--- src/rtl/pong_game_ctrl.sv ---
// rtl/pong_game_ctrl.sv - Pong round/score sequencer with frame-rate button handling
module pong_game_ctrl #(
    parameter int WIN_SCORE    = 7,
    parameter int SERVE_FRAMES = 60,
    parameter int POINT_FRAMES = 90
) (
    input  logic       clk,
    input  logic       rst,
    input  logic       vsync,
    input  logic       start_n,
    input  logic       pause_n,
    input  logic       miss_left,
    input  logic       miss_right,
    output logic [2:0] state,
    output logic       round_rst,
    output logic       ball_en,
    output logic       paddle_en,
    output logic       serve_dir,
    output logic [3:0] score_left,
    output logic [3:0] score_right,
    output logic       game_over,
    output logic       winner
);

    typedef enum logic [2:0] {
        S_IDLE  = 3'd0,
        S_SERVE = 3'd1,
        S_PLAY  = 3'd2,
        S_PAUSE = 3'd3,
        S_POINT = 3'd4,
        S_OVER  = 3'd5
    } state_e;

    localparam logic [3:0] WIN        = 4'(WIN_SCORE);
    localparam logic [6:0] SERVE_LOAD = 7'(SERVE_FRAMES);
    localparam logic [6:0] POINT_LOAD = 7'(POINT_FRAMES);

    // Input conditioning: previous vsync, two-flop button synchronizers,
    // and the button level captured at the previous frame tick.
    logic vsync_q;
    logic start_s1_q, start_s2_q, start_last_q;
    logic pause_s1_q, pause_s2_q, pause_last_q;

    logic frame_tick;
    logic start_press;
    logic pause_press;

    // Game state and registered outputs.
    state_e     state_q, state_d;
    logic [6:0] frame_cnt_q, frame_cnt_d;
    logic [3:0] score_left_q, score_left_d;
    logic [3:0] score_right_q, score_right_d;
    logic       serve_dir_q, serve_dir_d;
    logic       round_rst_q, round_rst_d;
    logic       ball_en_q, ball_en_d;
    logic       paddle_en_q, paddle_en_d;
    logic       game_over_q, game_over_d;
    logic       winner_q, winner_d;

    // Scores stop at the winning value instead of wrapping.
    function automatic logic [3:0] sat_inc(input logic [3:0] s);
        return (s >= WIN) ? WIN : s + 4'd1;
    endfunction

    // Falling edge of the active-low vsync marks the start of a frame.
    assign frame_tick = vsync_q & ~vsync;

    // A press is a 1->0 change between two consecutive frame-tick samples,
    // which debounces the buttons at frame rate and yields one press per hold.
    assign start_press = frame_tick & ~start_s2_q & start_last_q;
    assign pause_press = frame_tick & ~pause_s2_q & pause_last_q;

    // Synchronize buttons, remember last vsync and last per-frame button samples.
    always_ff @(posedge clk or posedge rst) begin
        if (rst) begin
            vsync_q      <= 1'b1;
            start_s1_q   <= 1'b1;
            start_s2_q   <= 1'b1;
            start_last_q <= 1'b1;
            pause_s1_q   <= 1'b1;
            pause_s2_q   <= 1'b1;
            pause_last_q <= 1'b1;
        end else begin
            vsync_q    <= vsync;
            start_s1_q <= start_n;
            start_s2_q <= start_s1_q;
            pause_s1_q <= pause_n;
            pause_s2_q <= pause_s1_q;
            if (frame_tick) begin
                start_last_q <= start_s2_q;
                pause_last_q <= pause_s2_q;
            end
        end
    end

    // Register the game state, counters, scores and all outputs.
    always_ff @(posedge clk or posedge rst) begin
        if (rst) begin
            state_q       <= S_IDLE;
            frame_cnt_q   <= 7'd0;
            score_left_q  <= 4'd0;
            score_right_q <= 4'd0;
            serve_dir_q   <= 1'b1;
            round_rst_q   <= 1'b1;
            ball_en_q     <= 1'b0;
            paddle_en_q   <= 1'b0;
            game_over_q   <= 1'b0;
            winner_q      <= 1'b0;
        end else begin
            state_q       <= state_d;
            frame_cnt_q   <= frame_cnt_d;
            score_left_q  <= score_left_d;
            score_right_q <= score_right_d;
            serve_dir_q   <= serve_dir_d;
            round_rst_q   <= round_rst_d;
            ball_en_q     <= ball_en_d;
            paddle_en_q   <= paddle_en_d;
            game_over_q   <= game_over_d;
            winner_q      <= winner_d;
        end
    end

    // Next-state, score and output decode; outputs follow the next state so
    // they change on the same edge as the state register.
    always_comb begin
        state_d       = state_q;
        frame_cnt_d   = frame_cnt_q;
        score_left_d  = score_left_q;
        score_right_d = score_right_q;
        serve_dir_d   = serve_dir_q;

        case (state_q)
            S_IDLE: begin
                if (start_press) begin
                    state_d       = S_SERVE;
                    score_left_d  = 4'd0;
                    score_right_d = 4'd0;
                    serve_dir_d   = 1'b1;
                end
            end
            S_SERVE: begin
                if (frame_tick) begin
                    if (frame_cnt_q != 7'd0) begin
                        frame_cnt_d = frame_cnt_q - 7'd1;
                    end
                    if (frame_cnt_q <= 7'd1) begin
                        state_d = S_PLAY;
                    end
                end
            end
            S_PLAY: begin
                if (miss_left && miss_right) begin
                    // Both sides missed on the same clock: replay the serve.
                    state_d = S_SERVE;
                end else if (miss_left) begin
                    score_right_d = sat_inc(score_right_q);
                    serve_dir_d   = 1'b0;
                    state_d       = S_POINT;
                end else if (miss_right) begin
                    score_left_d = sat_inc(score_left_q);
                    serve_dir_d  = 1'b1;
                    state_d      = S_POINT;
                end else if (pause_press) begin
                    state_d = S_PAUSE;
                end
            end
            S_PAUSE: begin
                // Resume wins if both buttons register on the same tick.
                if (pause_press) begin
                    state_d = S_PLAY;
                end else if (start_press) begin
                    state_d = S_IDLE;
                end
            end
            S_POINT: begin
                if (frame_tick) begin
                    if (frame_cnt_q != 7'd0) begin
                        frame_cnt_d = frame_cnt_q - 7'd1;
                    end
                    if (frame_cnt_q <= 7'd1) begin
                        if (score_left_q == WIN || score_right_q == WIN) begin
                            state_d = S_OVER;
                        end else begin
                            state_d = S_SERVE;
                        end
                    end
                end
            end
            S_OVER: begin
                if (start_press) begin
                    state_d       = S_SERVE;
                    score_left_d  = 4'd0;
                    score_right_d = 4'd0;
                    serve_dir_d   = 1'b1;
                end
            end
            default: begin
                state_d = S_IDLE;
            end
        endcase

        // Frame countdowns are armed on entry to the timed states.
        if (state_d == S_SERVE && state_q != S_SERVE) begin
            frame_cnt_d = SERVE_LOAD;
        end else if (state_d == S_POINT && state_q != S_POINT) begin
            frame_cnt_d = POINT_LOAD;
        end

        round_rst_d = (state_d == S_IDLE) || (state_d == S_SERVE && state_q != S_SERVE);
        ball_en_d   = (state_d == S_PLAY);
        paddle_en_d = (state_d == S_SERVE) || (state_d == S_PLAY);
        game_over_d = (state_d == S_OVER);
        winner_d    = (state_d == S_OVER) && (score_right_d == WIN);
    end

    assign state       = state_q;
    assign round_rst   = round_rst_q;
    assign ball_en     = ball_en_q;
    assign paddle_en   = paddle_en_q;
    assign serve_dir   = serve_dir_q;
    assign score_left  = score_left_q;
    assign score_right = score_right_q;
    assign game_over   = game_over_q;
    assign winner      = winner_q;

endmodule

--- config.mk ---
export PLATFORM = sky130hd
export DESIGN_NAME = pong_game_ctrl
export DESIGN_NICKNAME = d
export VERILOG_FILES = /design/src/rtl/pong_game_ctrl.sv
export SDC_FILE = /design/constraint.sdc
export NUM_CORES = 1
export LEC_CHECK = 0
export BUFFER_PORTS_ARGS = -buffer_cell sky130_fd_sc_hd__clkbuf_2
export CAP_MARGIN = 15
export CORE_ASPECT_RATIO = 0.9
export CORE_MARGIN = 3
export CORE_UTILIZATION = 35
export CTS_BUF_LIST = sky130_fd_sc_hd__clkbuf_8 sky130_fd_sc_hd__clkbuf_16
export CTS_CLUSTER_SIZE = 20
export DETAILED_ROUTE_END_ITERATION = 8
export PLACE_DENSITY = 0.5
export REMOVE_ABC_BUFFERS = 1
export SKIP_LAST_GASP = 1
export SLEW_MARGIN = 10
export SYNTH_ARGS = -nofsm -noshare
export SYNTH_HDL_FRONTEND = slang
export SYNTH_SLANG_ARGS = --single-unit
export TNS_END_PERCENT = 100
--- constraint.sdc ---
create_clock -name clk -period 2.5 [get_ports clk]
set_input_delay 0.125 -clock clk [delete_from_list [all_inputs] [get_ports clk]]
set_output_delay 0.125 -clock clk [all_outputs]
set_load 0.03 [all_outputs]
==> impl_metrics.csv <==
group,metric,value,unit
synthesis,synth_cells,163,
final_layout,multiInputGateArea,852,µm²
grt,grt_overflow_total,0,
clocking,tritoncts,"done",
clocking,cts_buffer_depth,2,
setup_path,critical_path_class,"in -> reg",
sta,period_share,0.892,
clocking,cts_buffers,5,
sta,slew_violations,0,
synthesis,ys_seq_elements,31,
synthesis,async_reset_ff_frac,1.00,
final_layout,final_cell_area,2010,µm²
setup_path,slowest_delay,0.54,ns
setup_path,crit_slowest_cell,"nor4bb_1",
final_layout,finish.utilization,0.436,
die,boundaryPins,24,
final_layout,final_common_cell,"clkbuf_2",
power_and_ir_drop,power_density,1000,nW/µm²
place,portBuffers,23,
synthesis,yosysTopAreaCell,"dfrtp_1",
die,die_w,79.9,µm
drt,wl_per_cell,14.4,µm
drt,via_count,1284,
synthesis,netlist_area,1720,µm²
grt,grt_max_degree,27,
grt,grt_use_total,0.136,
final_layout,final_cell_mix,"clkbuf_2 (23), nand2_1 (22), dfrtp_1 (22)",
sta,grt_setup_unrepaired,"no",
setup_path,worst-path-buf-inv,2,
sta,final_hold_viol_count,0,
place,placed_area,1890,µm²
final_layout,drive_above_1_share,0.273,
clocking,clk_pin_slew,0.07,ns
die,start_util,0.374,
die,die_h,72.5,µm
power_and_ir_drop,power.leakage,0.896,nW
grt,antenna_found_initial,0,
power_and_ir_drop,ir_drop,0.474,mV
drt,drt_iter0_drc,75,
final_layout,area_delta_synth_final,16.7,%
setup_path,critical_path_peak_fanout,8,
sta,tightest_slew,0.990,ns
grt,grt_pass1_vias,1273,
sta,period_minus_slack,2.23,ns
clocking,clock_latency,0.27,ns
setup_path,critPathLaunchType,"primary input",
clocking,cts_root_buf,"clkbuf_8",
synthesis,synth.area.top_cells,"dfrtp_1 (32%), dfstp_2 (14%), nand2_1 (4.8%)",
die,die_area,5800,µm²
setup_path,cp_cell_sequence,"dlygate4sd3_1 > clkbuf_2 > nor4bb_1 > a32oi_1 > o211a_2 > or3b_1 > a21boi_1",
synthesis,synth_top_area_frac,0.320,
setup_path,required,2.65,ns
clocking,cts_resized,0,
place,pre_cts_slack,0.289,ns
die,rows,23,
clocking,clock-sinks,31,
die,core-area,4600,µm²
sta,final-setup-viol-count,0,
sta,max_freq,448,MHz
clocking,h-tree-depth,2,
drt,drt-total-wl,3680,µm
synthesis,ys_seq_area_frac,0.457,
drt,drc,0,
sta,holdWs,0.0623,ns
flow_run,drv_cap,0,
drt,ant_nets,0,
place,finalWeightedCongestion,0.841,
final_layout,seq_area,787,µm²
place,dp_hpwl,2730,µm
synthesis,synth_edf_count,0,
final_layout,nets,205,
outcome,outcome,"finished clean",
synthesis,synth_warnings,0,
setup_path,endpoint_kind,"flip-flop",
setup_path,crit_family,"simple AND/OR/NAND/NOR gates",
synthesis,synth_flop_cell,"dfrtp_1",
drt,vias_per_cell,5.02,
final_layout,nFillCells,462,
synthesis,syn_area_per_cell,10.6,µm²
drt,first_pass_iters,4,
synthesis,ys_types,51,
final_layout,diodes,0,
hold_path,hold_class,"in -> async",
sta,final.setup_skew,0.00561,ns
grt,grt_pass1_wl,6120,µm
setup_path,cp.arrival,2.38,ns
sta,worst_slack,0.270,ns
sta,fin_tns_setup,0,ns
sta,slew_headroom,0.339,
[timing repair]
action	CTS	global route
hold buffers	3	0
setup buffers	0	0
endpoints found under the hold margin	3	0
[power by group]
part           switching, mW  internal (mW)  total (mW)
Clock                  0.177          0.218       0.394
Combinational          0.483          0.313       0.796
Sequential             0.183          0.639       0.822
Total                  0.842           1.17        2.01
[per-stage QoR]
| stage | power [mW] | instances |
|---|---|---|
| CTS | 2.05 | 256 |
| global placement | 1.61 | 245 |
| detailed placement | 1.63 | 245 |
| floorplan | 1.39 | 157 |
| global route | 2.17 | 256 |
| finish | 2.01 | 256 |
[Yosys cell counts (4+ instances only)]
cell     count
dfrtp_1     22
dfstp_2      9
nand2_1     22
nor2_1       5
o21ai_0      6
ha_1         5
inv_1        9
xor2_1       5
a21oi_1      6
nand3_1      4
[sequential cells by signal, indices dropped and copies added, names as in the netlist, 3 cells and up]
signal and cells:
score_left 4, score_right 4, frame_cnt_q 7, state 3
[routing by layer]
layer  vias to the layer above  global-route usage  wire length (µm)
met1                       610               0.191              1830
met5                         -                   0                 0
li1                        641                   -                 -
met3                         2              0.0360               195
met4                         0              0.0338                22
met2                        31               0.209              1630
[cells by family (layout without fill, tap and decap cells)]
logic type / Yosys count / in the layout / share of synthesized area
simple gates: 67 / 67 / 0.241
flops: 31 / 31 / 0.457
mux: 4 / 4 / 0.0247
buf+inv: 15 / 46 / 0.0480
compound gates: 34 / 34 / 0.146
xor+xnor: 7 / 7 / 0.0465
fa+ha+maj: 5 / 5 / 0.0363
[path summary, 6_finish.rpt]
check	from	end	slack, ns	cells past startpoint
worst max-delay path	vsync	frame_cnt_q[1]	0.27	7
min in group clk	miss_left	serve_dir	0.20	4
worst min register to register	start_s1_q	start_s2_q	0.36	0
worst min-delay path	rst	score_left[2]	0.06	2
max in group asynchronous	rst	pause_s2_q	1.71	3
worst max register to register	start_last_q	frame_cnt_q[1]	0.29	5
[final cells by class]
type / count / area share
Clock buffer: 6 / 0.0411
Tap cell: 62 / 0.0386
Multi-Input combinational cell: 117 / 0.424
Clock inverter: 2 / 0.00436
Inverter: 9 / 0.0168
Timing Repair Buffer: 29 / 0.0834
Sequential cell: 31 / 0.392
(Power assumes the default switching activity.)
